File: config.mk
export PLATFORM = sky130hd
export DESIGN_NAME = param_queue
export DESIGN_NICKNAME = d
export VERILOG_FILES = /design/src/rtl/param_queue_pkg.sv /design/src/rtl/param_queue_mem.sv /design/src/rtl/param_queue.sv
export SDC_FILE = /design/constraint.sdc
export NUM_CORES = 1
export LEC_CHECK = 0
export CORE_UTILIZATION = 49
export DETAILED_ROUTE_END_ITERATION = 7
export PLACE_DENSITY = 0.75
export RECOVER_POWER = 25
export SYNTH_ARGS = -nofsm -noshare
export SYNTH_HDL_FRONTEND = slang
export SYNTH_SLANG_ARGS = --single-unit
File: constraint.sdc
create_clock -name clk -period 4.8 [get_ports clk]
set_input_delay 0.48 -clock clk [delete_from_list [all_inputs] [get_ports clk]]
set_output_delay 0.48 -clock clk [all_outputs]
set_load 0.005 [all_outputs]
File: src/rtl/param_queue_pkg.sv
// param_queue_pkg: shared defaults and sizing helpers for the param_queue FIFO.
package param_queue_pkg;

   localparam int DEFAULT_WIDTH = 128;
   localparam int DEFAULT_DEPTH = 4;

   // Bits needed to hold an occupancy value in the range 0..depth.
   function automatic int occ_width(input int depth);
      return $clog2(depth + 1);
   endfunction

   // Bits needed to address depth entries (depth is a power of two).
   function automatic int ptr_width(input int depth);
      return $clog2(depth);
   endfunction

endpackage

File: src/rtl/param_queue_mem.sv
// queue_mem: payload storage for param_queue. One synchronous write port,
// one asynchronous read port, no reset on the array.
module queue_mem
   import param_queue_pkg::*;
#(
   parameter int WIDTH = DEFAULT_WIDTH,
   parameter int DEPTH = DEFAULT_DEPTH
) (
   input  logic                        clk,
   input  logic                        we,
   input  logic [ptr_width(DEPTH)-1:0] waddr,
   input  logic [WIDTH-1:0]            wdata,
   input  logic [ptr_width(DEPTH)-1:0] raddr,
   output logic [WIDTH-1:0]            rdata
);

   logic [WIDTH-1:0] mem [DEPTH];

   // Write the addressed entry when the controller commits an enqueue.
   // NOTE: the array has no reset; occupancy is tracked by the pointers and
   // count, so stale contents are never observed and the array maps to plain RAM.
   always_ff @(posedge clk) begin
      if (we) begin
         mem[waddr] <= wdata;
      end
   end

   assign rdata = mem[raddr];

endmodule

File: src/rtl/param_queue.sv
// param_queue: parameterised synchronous FIFO with valid/ready handshakes,
// flush, occupancy count and almost-full/almost-empty flags.
// Optional feature: define PARAM_QUEUE_BYPASS_EN to let an entry offered to an
// empty queue appear on the dequeue side in the same cycle.
module param_queue
   import param_queue_pkg::*;
#(
   parameter int WIDTH     = DEFAULT_WIDTH,
   parameter int DEPTH     = DEFAULT_DEPTH,
   parameter int AF_THRESH = DEPTH - 1,
   parameter int AE_THRESH = 1
) (
   input  logic                        clk,
   input  logic                        reset,
   input  logic                        flush_i,
   input  logic                        enq_valid_i,
   input  logic [WIDTH-1:0]            data_i,
   output logic                        enq_rdy_o,
   output logic                        deq_valid_o,
   output logic [WIDTH-1:0]            data_o,
   input  logic                        deq_rdy_i,
   output logic [occ_width(DEPTH)-1:0] count_o,
   output logic                        almost_full_o,
   output logic                        almost_empty_o
);

   localparam int CW = occ_width(DEPTH);
   localparam int PW = ptr_width(DEPTH);

   localparam logic [CW-1:0] FULL_LVL = CW'(DEPTH);
   localparam logic [CW-1:0] AF_LVL   = CW'(AF_THRESH);
   localparam logic [CW-1:0] AE_LVL   = CW'(AE_THRESH);

   logic [PW-1:0]    rd_ptr;
   logic [PW-1:0]    wr_ptr;
   logic [CW-1:0]    count;
   logic [WIDTH-1:0] mem_rdata;
   logic             full;
   logic             empty;
   logic             head_valid;
   logic             bypass;
   logic             wr_en;
   logic             rd_en;

   queue_mem #(
      .WIDTH (WIDTH),
      .DEPTH (DEPTH)
   ) u_mem (
      .clk   (clk),
      .we    (wr_en),
      .waddr (wr_ptr),
      .wdata (data_i),
      .raddr (rd_ptr),
      .rdata (mem_rdata)
   );

   // Handshake decode and dequeue-side output mux.
   // NOTE: every signal gets a default at the top so no path leaves a latch.
   always_comb begin
      full        = 1'b0;
      empty       = 1'b0;
      head_valid  = 1'b0;
      bypass      = 1'b0;
      enq_rdy_o   = 1'b0;
      deq_valid_o = 1'b0;
      data_o      = '0;
      wr_en       = 1'b0;
      rd_en       = 1'b0;

      full       = (count == FULL_LVL);
      empty      = (count == '0);
      head_valid = !empty && !reset;

      // Ready never looks at deq_rdy_i: a full queue does not pass through.
      enq_rdy_o = !full && !reset;

`ifdef PARAM_QUEUE_BYPASS_EN
      // An offer to an empty queue is presented straight to the consumer.
      bypass      = empty && enq_valid_i && !reset && !flush_i;
      deq_valid_o = bypass || head_valid;
      if (bypass) begin
         data_o = data_i;
      end else if (head_valid) begin
         data_o = mem_rdata;
      end
`else
      deq_valid_o = head_valid;
      if (head_valid) begin
         data_o = mem_rdata;
      end
`endif

      // A bypassed entry taken by the consumer is never stored.
      wr_en = enq_valid_i && enq_rdy_o && !flush_i && !(bypass && deq_rdy_i);
      rd_en = head_valid && deq_rdy_i && !flush_i;
   end

   // Pointer and occupancy state; reset outranks flush, flush outranks handshakes.
   // NOTE: sequential state uses non-blocking assignments so every register
   // samples the pre-edge values regardless of statement order.
   always_ff @(posedge clk) begin
      if (reset || flush_i) begin
         rd_ptr <= '0;
         wr_ptr <= '0;
         count  <= '0;
      end else begin
         if (wr_en) begin
            wr_ptr <= wr_ptr + PW'(1);
         end
         if (rd_en) begin
            rd_ptr <= rd_ptr + PW'(1);
         end
         case ({wr_en, rd_en})
            2'b10:   count <= count + CW'(1);
            2'b01:   count <= count - CW'(1);
            default: count <= count;
         endcase
      end
   end

   // Occupancy outputs come from the count register only.
   always_comb begin
      count_o        = count;
      almost_full_o  = (count >= AF_LVL);
      almost_empty_o = (count <= AE_LVL);
   end

endmodule

==> impl_metrics.env <==
export IMPL_drtPass1Iterations=4
export IMPL_cpPeakStageDelay_ps=520
export IMPL_drive_gt1_share_pct=17.5
export IMPL_cp_top_family="buffers and inverters"
export IMPL_fmax_mhz=289
export IMPL_ff2ff_setup_slack_ps=2010
export IMPL_initial_core_util_pct=49.9
export IMPL_ff2ff_path_depth=5
export IMPL_num_vias=9293
export IMPL_area_sequential_sq_um=15600
export IMPL_hold_depth=2
export IMPL_finalSetupTns_ps=0
export IMPL_cp_max_fo=60
export IMPL_grt_pass1_wl_mm=57.0
export IMPL_synth_edff_count=512
export IMPL_die_area_sq_um=41500
export IMPL_worstSetupEndpointType="output pin"
export IMPL_avgSynthCellArea_sq_um=22.7
export IMPL_hpwl_mm=21.7
export IMPL_tritoncts="built"
export IMPL_nFillCells=2758
export IMPL_synthesis_area_sq_um=19900
export IMPL_die_w_microns=204
export IMPL_hold_path_class="flip-flop to flip-flop"
export IMPL_crit_chain="inv_1 > ha_1 > nor2b_2 > nor2_4 > buf_4 > and2_1 > clkdlybuf4s50_1"
export IMPL_grtUsageTotal_pct=18.4
export IMPL_drc=0
export IMPL_syn_to_final_growth_pct=24.5
export IMPL_cts_buffer_depth=3
export IMPL_drt_iter0_markers=497
export IMPL_finClkSkew_ps=13.9
export IMPL_antenna_found_initial=11
export IMPL_yosysUniqueCellTypes=29
export IMPL_overflow=0
export IMPL_crit_type="flip-flop to output pin"
export IMPL_synth_async_reset_ratio_pct=0
export IMPL_gp_congestion=0.716
export IMPL_grt_max_degree=73
export IMPL_cp_required_ps=4320
export IMPL_viasPerCell=5.34
export IMPL_clock_sinks=521
export IMPL_port_buffers=267
export IMPL_nNetsFinal=1311
export IMPL_multi_input_area_sq_um=4080
export IMPL_setup_viol=0
export IMPL_clk_pin_slew_ps=60
export IMPL_cp_start_kind="flip-flop"
export IMPL_period_needed_ps=3460
export IMPL_post_cts_repair_setup_buffers=0
export IMPL_cp_slowest_cell="clkdlybuf4s50_1"
export IMPL_r2r_start="count_o[0]"
export IMPL_cap_violations=0
export IMPL_hold_violations=0
export IMPL_row_count=73
export IMPL_h_tree_depth=2
export IMPL_die_y_microns=204
export IMPL_root_buffer="clkbuf_16"
export IMPL_syn_nets=1019
export IMPL_hp_start="rd_ptr[1]"
export IMPL_yosysWarnings=0
export IMPL_ys_ff_latch=521
export IMPL_power_density_nw_per_um2=366
export IMPL_slew_viol_final=0
export IMPL_cts_hold_buf=0
export IMPL_grt_pass1_vias=9819
export IMPL_ys_seq_area_share_pct=78.1
export IMPL_wirelength_mm=37.5
export IMPL_status="finished, final reports clean"
export IMPL_drt_antenna_violating_nets=0
export IMPL_min_period_over_period_pct=72.1
export IMPL_cts_resized_gates=0
export IMPL_finalInstanceArea_sq_um=24800
export IMPL_critPathBufInv=3
export IMPL_io_pins=268
export IMPL_p_leak_nw=7.77
export IMPL_wl_per_cell_microns=21.5
export IMPL_placed_area_sq_um=23200
export IMPL_critPathArrivalTime_ps=2980
export IMPL_core_area_sq_um=39900
export IMPL_irDropWorstVdd_mv=0.298
export IMPL_numCtsBuffers=51
export IMPL_clock_latency_ps=580
export IMPL_slew_headroom_pct=57.0
export IMPL_synthFlopType="edfxtp_1"
export IMPL_r2r_end="u_mem.mem[1][108]"
export IMPL_rsz0062_at_grt="no"
export IMPL_synthCells=876
export IMPL_tightestPinTransition_ps=645
## sequential cells by signal (all words and copies together) (netlist names), named ones only
register / cells
u_mem.mem: 512
count_o: 3
rd_ptr: 2
wr_ptr: 2
## cells in the final DEF (no fill, tap or decap), drive strengths merged
cell / instances
o31ai: 1
a211oi: 1
ha: 10
nor2b: 2
clkinv: 24
nor3: 2
and3: 4
a21oi: 6
dlygate4sd3: 78
clkdlybuf4s50: 189
and2: 129
nor2: 9
a31oi: 1
xor2: 2
a21boi: 1
clkbuf: 67
buf: 15
inv: 9
diode: 7
mux4: 128
xnor2: 1
or3: 1
bufinv: 2
or4: 1
or2: 1
o21ai: 3
edfxtp: 512
dfxtp: 9
mux2i: 1
## cell usage after synthesis, types with 2 or more instances
library cell,instances,area [sq um]
buf_2,14,70.1
nor2_1,8,30.0
dfxtp_1,9,180
clkbuf_1,14,52.6
nor3_1,2,10.0
edfxtp_1,512,15400
buf_6,14,158
inv_1,8,30.0
mux4_1,5,131
and2_1,129,807
o21ai_0,3,15.0
and3_1,4,25.0
a21oi_1,6,30.0
mux4_2,123,2770
xor2_1,2,17.5
ha_1,10,125
## through the flow
stage                     hold slack (ps)  std cells  setup slack [ps]  util (%)  power [mW]
after global routing                  517       1739              1130      62.1        9.35
after global placement                461       1640              1800      58.1        5.46
after floorplan                       453        876               187         -        5.26
after CTS                             490       1734              1240      62.1        9.18
after detailed placement              474       1640              1780      58.1        5.48
final                                 490       1741              1340      62.1        9.07
## cell type report
cell class,instances,share of cell area [%]
tap,525,2.65
sequential,521,62.8
inverter,8,0.121
multi-input combinational,304,16.4
antenna,7,0.0706
clock inverter,27,0.722
clock buffer,67,5.60
timing repair buffer,282,11.6
## report_power, final
part	total, mW	switching, mW	internal, mW
Clock	3.70	1.57	2.13
Sequential	5.06	0.0110	5.04
Combinational	0.310	0.137	0.173
## worst max-delay path by stage
stage                start                 to  slack [ps]  cells past startpoint
6_report        count_o[0]         data_o[52]        1340                      7
5_1_grt         count_o[0]         data_o[29]        1130                      7
4_1_cts          flip-flop          data_o[1]        1240                      4
3_5_place_dp   enq_valid_i  u_mem.mem[1][112]        1780                      4
3_3_place_gp   enq_valid_i  u_mem.mem[1][112]        1800                      4
2_1_floorplan   count_o[0]    u_mem.mem[0][0]         190                      4
## routing by layer
layer / track usage (%) / wire length, microns
met5: 0 / 45
met4: 5.88 / 646
met3: 4.06 / 2050
met2: 29.8 / 18700
met1: 25.0 / 16000
## cells by family after synthesis
family | after synthesis | share of synthesized area, %
flip-flops | 521 | 78.1
AND/OR/NAND/NOR | 149 | 4.59
multiplexers | 129 | 14.6
buffers and inverters | 51 | 1.58
AO/OA/AOI/OAI | 13 | 0.371
adder cells (fa/ha/maj) | 10 | 0.628
XOR/XNOR | 3 | 0.132
## worst register-to-register path, cell delays in order (launching register included)
cell and delay [ps]:
dfxtp_1 410, inv_1 120, ha_1 250, a21boi_1 470, and3_4 680, buf_4 490
Power figures use the tool's default switching activity.
